$ cat src/rtl/wb_arbiter.sv
// wb_arbiter: shares NR_WB_PORTS scoreboard write-back ports among NR_REQ
// functional-unit result sources, one holding register per requester.
//
// Ports:
//   clk_i, rst_ni        clock, synchronous active-low reset
//   flush_i              drops held and incoming results, masks wt_valid_o
//   req_valid_i/ready_o  per-requester result handshake
//   req_trans_id_i, req_data_i, req_ex_i   per-requester result payload
//   wt_valid_o, trans_id_o, wbdata_o, ex_o per-port write-back outputs

package ariane_pkg;

    localparam int unsigned TRANS_ID_BITS = 3;

    typedef struct packed {
        logic [63:0] cause;
        logic [63:0] tval;
        logic        valid;
    } exception_t;

endpackage

module wb_arbiter
    import ariane_pkg::*;
#(
    parameter int NR_REQ      = 4,
    parameter int NR_WB_PORTS = 2
) (
    input  logic                                      clk_i,
    input  logic                                      rst_ni,
    input  logic                                      flush_i,
    input  logic [NR_REQ-1:0]                         req_valid_i,
    output logic [NR_REQ-1:0]                         req_ready_o,
    input  logic [NR_REQ-1:0][TRANS_ID_BITS-1:0]      req_trans_id_i,
    input  logic [NR_REQ-1:0][63:0]                   req_data_i,
    input  exception_t [NR_REQ-1:0]                   req_ex_i,
    output logic [NR_WB_PORTS-1:0]                    wt_valid_o,
    output logic [NR_WB_PORTS-1:0][TRANS_ID_BITS-1:0] trans_id_o,
    output logic [NR_WB_PORTS-1:0][63:0]              wbdata_o,
    output exception_t [NR_WB_PORTS-1:0]              ex_o
);

    localparam int RR_W = $clog2(NR_REQ);
    localparam int PC_W = $clog2(NR_WB_PORTS + 1);

    // holding registers
    logic [NR_REQ-1:0]                    held_q, held_d;
    logic [NR_REQ-1:0][TRANS_ID_BITS-1:0] tid_q, tid_d;
    logic [NR_REQ-1:0][63:0]              data_q, data_d;
    exception_t [NR_REQ-1:0]              ex_q, ex_d;
    logic [RR_W-1:0]                      rr_q, rr_d;

    // arbitration results
    logic [NR_REQ-1:0]      grant;
    logic [NR_REQ-1:0]      hs;
    logic [NR_WB_PORTS-1:0] port_vld;
    logic                   any_grant;
    logic [RR_W-1:0]        last_idx;
    logic [RR_W:0]          scan_sum;
    logic [RR_W-1:0]        scan_idx;
    logic [PC_W-1:0]        n_used;
    logic                   dup_tid;

    // Scan held entries from rr_q with wrap; the k-th hit takes port k.
    always_comb begin
        grant      = '0;
        port_vld   = '0;
        trans_id_o = '0;
        wbdata_o   = '0;
        ex_o       = '0;
        any_grant  = 1'b0;
        last_idx   = '0;
        n_used     = '0;
        scan_sum   = '0;
        scan_idx   = '0;
        for (int k = 0; k < NR_REQ; k++) begin
            scan_sum = {1'b0, rr_q} + (RR_W+1)'(k);
            if (scan_sum >= (RR_W+1)'(NR_REQ)) begin
                scan_sum = scan_sum - (RR_W+1)'(NR_REQ);
            end
            scan_idx = scan_sum[RR_W-1:0];
            if (held_q[scan_idx] && (n_used < PC_W'(NR_WB_PORTS))) begin
                grant[scan_idx] = 1'b1;
                for (int p = 0; p < NR_WB_PORTS; p++) begin
                    if (n_used == PC_W'(p)) begin
                        port_vld[p]   = 1'b1;
                        trans_id_o[p] = tid_q[scan_idx];
                        wbdata_o[p]   = data_q[scan_idx];
                        ex_o[p]       = ex_q[scan_idx];
                    end
                end
                last_idx  = scan_idx;
                any_grant = 1'b1;
                n_used    = n_used + 1'b1;
            end
        end
    end

    // Ready comes from registered state only; flush does not gate it.
    assign req_ready_o = ~held_q | grant;
    assign hs          = req_valid_i & req_ready_o;
    assign wt_valid_o  = flush_i ? '0 : port_vld;

    // Next state: a handshake reloads, otherwise a grant clears.
    always_comb begin
        held_d = held_q;
        tid_d  = tid_q;
        data_d = data_q;
        ex_d   = ex_q;
        rr_d   = rr_q;
        for (int i = 0; i < NR_REQ; i++) begin
            if (hs[i]) begin
                held_d[i] = 1'b1;
                tid_d[i]  = req_trans_id_i[i];
                data_d[i] = req_data_i[i];
                ex_d[i]   = req_ex_i[i];
            end else if (grant[i]) begin
                held_d[i] = 1'b0;
            end
        end
        if (any_grant) begin
            if (last_idx == RR_W'(NR_REQ - 1)) begin
                rr_d = '0;
            end else begin
                rr_d = last_idx + 1'b1;
            end
        end
        if (flush_i) begin
            held_d = '0;
            rr_d   = '0;
        end
    end

    always_ff @(posedge clk_i) begin
        if (!rst_ni) begin
            held_q <= '0;
            tid_q  <= '0;
            data_q <= '0;
            ex_q   <= '0;
            rr_q   <= '0;
        end else begin
            held_q <= held_d;
            tid_q  <= tid_d;
            data_q <= data_d;
            ex_q   <= ex_d;
            rr_q   <= rr_d;
        end
    end

    // Two held results sharing a trans_id would corrupt the scoreboard.
    always_comb begin
        dup_tid = 1'b0;
        for (int i = 0; i < NR_REQ; i++) begin
            for (int j = i + 1; j < NR_REQ; j++) begin
                if (held_q[i] && held_q[j] && (tid_q[i] == tid_q[j])) begin
                    dup_tid = 1'b1;
                end
            end
        end
    end

    a_no_dup_tid : assert property (
        @(posedge clk_i) disable iff (!rst_ni) !dup_tid
    );

endmodule
$ cat config.mk
export PLATFORM = sky130hd
export DESIGN_NAME = wb_arbiter
export DESIGN_NICKNAME = d
export VERILOG_FILES = /design/src/rtl/wb_arbiter.sv
export SDC_FILE = /design/constraint.sdc
export NUM_CORES = 2
export LEC_CHECK = 0
export ABC_AREA = 0
export BUFFER_PORTS_ARGS = -buffer_cell sky130_fd_sc_hd__buf_2
export CORE_AREA = 2 2 458 460
export DETAILED_ROUTE_END_ITERATION = 12
export DIE_AREA = 0 0 460 462
export SYNTH_ARGS = -nofsm -noshare
export SYNTH_HDL_FRONTEND = slang
export SYNTH_SLANG_ARGS = --single-unit
$ cat constraint.sdc
create_clock -name clk_i -period 9.1 [get_ports clk_i]
set_input_delay 0.455 -clock clk_i [delete_from_list [all_inputs] [get_ports clk_i]]
set_output_delay 0.455 -clock clk_i [all_outputs]
set_load 0.03 [all_outputs]
# Yosys cells after proc, flatten, opt, wreduce, memory -nomap -nowiden
# Cells that the tools add are included.
[classes] n_mux=108 eq_ne=4 bitwise_logic=7 n_reduce_logical=15 magnitude_cmp=15 addsub=10
[op_table] cell="two-way mux 129 bit" n=11
[op_table] cell="binary-select mux 129 bit (select 2 bit)" n=4
[op_table] cell="two-way mux 258 bit" n=3
[op_table] cell="two-way mux 64 bit" n=11
[op_table] cell="binary-select mux 64 bit (select 2 bit)" n=4
[op_table] cell="two-way mux 128 bit" n=3
[op_table] cell="two-way mux 3 bit" n=11
[op_table] cell="two-way mux 2 bit" n=15
[op_table] cell="two-way mux 1 bit" n=27
[op_table] cell="binary-select mux 3 bit (select 2 bit)" n=4
[op_table] cell="two-way mux 6 bit" n=3
[op_table] cell="two-way mux 4 bit" n=4
[op_table] cell="bitwise OR 4 bit" n=4
[op_table] cell="less-than comparator 2 x 3 -> 1 bit, second input constant" n=4
[op_table] cell="greater-or-equal comparator 3 bit, second input constant" n=3
[op_table] cell="binary-select mux 1 bit (select 2 bit)" n=4
[op_table] cell="demux 1 bit (select 2 bit)" n=4
[op_table] cell="greater-or-equal comparator 2 x 1 -> 1 bit, second input constant" n=4
[op_table] cell="nonzero test 2 bit" n=4
[op_table] cell="subtractor 2 x 1 -> 2 bit, second input constant" n=4
[op_table] cell="logical AND 1 bit" n=7
[op_table] cell="adder 2 x 1 -> 2 bit, second input constant" n=3
[op_table] cell="adder 2 x 2 -> 3 bit, second input constant" n=2
[op_table] cell="== test 2 x 1 -> 1 bit, second input constant" n=3
[op_table] cell="other kinds (9)" n=13
[word_totals] ff_bits=790 input_bits=791

# Depth between registers and ports, before layout
[logic_depth] ltp_word=17 ltp_mapped=22 mapped_depth_nobuf=12

# Worst setup path before layout
# Ideal clock, no wire load.
[synth_timing] path_kind="register -> output" start="register rr_q[0]" end="output port wbdata_o[112] (netlist name)" required_time_ns=8.645 stages_incl_launch_ff=21 arrival_ns=4.810 path_slack_ns=3.835 n_path_buf=9 cell_sequence="dfxtp_1 buf_4 buf_4 buf_2 buf_2 buf_4 inv_1 ha_1 buf_2 mux2i_1 mux2_2 inv_2 ha_1 nand2b_1 o2bb2ai_2 and2_4 buf_2 buf_2 buf_1 a22oi_1 o21ai_0"
[synth_lines] item="start, declared" line_no="51" source="logic [RR_W-1:0] rr_q, rr_d;"
[synth_lines] item="start signal, assigned" line_no="146" source="rr_q <= rr_d;"
[synth_lines] item="end, declared" line_no="39" source="output logic [NR_WB_PORTS-1:0][63:0] wbdata_o,"

==> impl_metrics.env <==
export IMPL_status="completed"
export IMPL_fmax_mhz=120.7
export IMPL_wl_met1_um=111100
export IMPL_ir_drop_mv=0.2002
export IMPL_overflow=0
export IMPL_synth_area_leaders="dfxtp_1 28%, mux4_2 16%, nand2_1 9.4%"
export IMPL_slowest_stage="o21a_4"
export IMPL_area_growth_pct=32.79
export IMPL_ioPinCount=1189
export IMPL_grt_setup_unrepaired="no"
export IMPL_path_buf_inv=3
export IMPL_async_reset_ff_frac=0
export IMPL_ys_ff_latch=790
export IMPL_power_leakage_nw=27.80
export IMPL_grt_antenna_before_repair=65
export IMPL_path_max_fanout=69
export IMPL_routed_wl_met2_um=121300
export IMPL_grt_max_degree=218
export IMPL_dieArea_um2=212500
export IMPL_crit_path_end_kind="output pin"
export IMPL_die_h_um=462
export IMPL_initialDrtViolationCount=7354
export IMPL_finalWeightedCongestion=0.9915
export IMPL_cts_resized=0
export IMPL_finalSetupViolCount=0
export IMPL_hpwl_um=189800
export IMPL_setup_tns_ns=0
export IMPL_finalNetCount=9093
export IMPL_post_cts_buffers=0
export IMPL_ys_flop_type="dfxtp_1"
export IMPL_skew_ns=0.05433
export IMPL_cts_tree="done"
export IMPL_track_usage=0.2459
export IMPL_initial_utilization=0.2669
export IMPL_vias_per_cell=5.668
export IMPL_cp_top_family="compound AO/OA/AOI/OAI gates"
export IMPL_top_layer="met5"
export IMPL_ant_nets=0
export IMPL_grt_pass1_wl_um=395200
export IMPL_fin_ws_ns=0.8172
export IMPL_drt_pass1_iterations=7
export IMPL_synth_edff_count=0
export IMPL_numCtsBuffers=101
export IMPL_die_w_um=460
export IMPL_path_clk_slew_ns=0.07
export IMPL_grt_pass1_vias=59266
export IMPL_worstPathArrival_ns=7.83
export IMPL_numPortBuffers=1188
export IMPL_final_area_um2=73750
export IMPL_hp_class="input pin to register"
export IMPL_synth_cell_type_count=55
export IMPL_yosysTopAreaCell="dfxtp_1"
export IMPL_cts_hold_buffers_added=766
export IMPL_slew_violations=0
export IMPL_cts_max_path_buffers=3
export IMPL_period_minus_slack_ns=8.283
export IMPL_syn_area_um2=55540
export IMPL_synth_top_area_share=0.2847
export IMPL_ys_warnings_count=0
export IMPL_drv_cap=0
export IMPL_clock_latency_ns=0.79
export IMPL_crit_type="register to output pin"
export IMPL_crit_path_start_kind="register"
export IMPL_wirelength_um=277200
export IMPL_placed_area_um2=62540
export IMPL_dr_wl_met3_um=28020
export IMPL_worstPathCellList="inv_8 > ha_4 > mux2i_1 > mux2_2 > inv_2 > ha_1 > nand2b_1 > o2bb2ai_2 > and2_4 > o21a_4 > o21ai_0 > buf_2"
export IMPL_worst_pin_slew_ns=1.340
export IMPL_rows=168
export IMPL_yosysMostFrequentCell="nand2_1"
export IMPL_powerDensity_nw_per_um2=164.2
export IMPL_clockRootBuffer="clkbuf_16"
export IMPL_num_vias=63214
export IMPL_slew_headroom=0.1065
export IMPL_hold_viol=0
export IMPL_seq_area_frac_synth=0.2847
export IMPL_synth_common_cells="1,390 x nand2_1, 951 x o21ai_0, 790 x dfxtp_1, 784 x nand3_1, 617 x o21ai_1"
export IMPL_routedWlPerCell_um=24.86
export IMPL_core_um2=208100
export IMPL_drc=0
export IMPL_pre_cts_ws_ns=1.475
export IMPL_drive_above_1_share=0.2391
export IMPL_cts_max_level=3
export IMPL_syn_area_per_cell_um2=8.067
export IMPL_cts_sinks=790
export IMPL_period_share=0.9102
export IMPL_synthCells=6885
export IMPL_crit_required_ns=8.65
export IMPL_syn_nets=7685
export IMPL_slowest_delay_ns=1.06
-- path summary, 6_finish.rpt --
| path | slack (ns) | cells after the start | to | start |
|---|---|---|---|---|
| max | 0.82 | 12 | ex_o[110] | rr_q[1] |
| min | 0.11 | 3 | ex_q[454] | req_ex_i[454] |
| max reg2reg | 2.77 | 14 | ex_q[373] | rr_q[1] |
| min reg2reg | 0.48 | 2 | ex_q[346] | ex_q[346] |
-- registers in the layout, indices dropped and copies added, names as in the netlist --
name and flops:
tid_q 12, rr_q 2, data_q 256, held_q 4
ex_q 516
-- logic make-up (layout without fill, tap and decap cells) --
logic type               after synthesis  after routing  share of synthesized area
other                                  0             60                          0
AND/OR/NAND/NOR                     2316           2316                     0.1758
multiplexers                         884            884                     0.2504
AO/OA/AOI/OAI                       2100           2100                     0.2178
flip-flops                           790            790                     0.2847
buffers and inverters                786           2274                    0.06929
adder cells (fa/ha/maj)                9              9                   0.002027
-- layout by cell type (no fill, tap or decap), drive strengths merged, types with 2 or more instances in the layout --
cell type,synthesis,final
clkinv,0,21
a21boi,5,5
inv,14,19
or3,3,3
nand2b,2,2
clkinvlp,0,6
o21ai,1572,1572
and2,2,2
clkbuf,467,145
diode,0,60
or2,6,6
a221o,193,193
o2111ai,4,4
dfxtp,790,790
nor3b,2,2
nor3,8,8
mux2i,384,384
ha,9,9
buf,305,1311
a21oi,112,112
o31ai,2,2
mux2,108,108
nand2,1390,1390
o211ai,7,7
nand3,784,784
bufinv,0,6
mux4,392,392
dlygate4sd3,0,766
a22oi,193,193
nor2,115,115
o32ai,2,2
-- tightest hold or removal path, stage by stage --
cell and delay (ns):
buf_2 0.10, nand2_1 0.21, o21ai_1 0.08
-- through the flow --
stage	std cells	total power, mW	utilization	hold WS [ns]
after global routing	11133	12.58	0.3542	0.05258
after detailed placement	10144	7.599	0.3005	0.4760
final	11153	12.11	0.3544	0.1057
after global placement	10143	7.536	0.3005	0.4664
after CTS	11093	12.13	0.3537	0.002738
after floorplan	6885	6.381	-	0.4530
-- per-layer routing --
layer | vias to the layer above | GRT usage
met3 | 869 | 0.05691
met2 | 3904 | 0.3797
li1 | 28207 | -
met5 | - | 0.005882
met4 | 18 | 0.1387
met1 | 30216 | 0.3144
-- layout make-up --
type	count	area, um2
Timing Repair Buffer	2077	14950
Fill cell	21466	134300
Tap cell	2720	3403
Clock inverter	38	485.5
Sequential cell	790	15820
Clock buffer	145	2913
Inverter	14	65.06
Antenna cell	60	150.1
Multi-Input combinational cell	5309	35970
-- where the power goes --
| group | switching [mW] | internal (mW) | leakage (nW) | total, mW |
|---|---|---|---|---|
| sequential | 0.274 | 3.70 | 6.51 | 3.97 |
| clock | 1.82 | 2.41 | 1.65 | 4.22 |
| combinational | 2.44 | 1.48 | 19.6 | 3.92 |
Power figures use the tool's default switching activity.
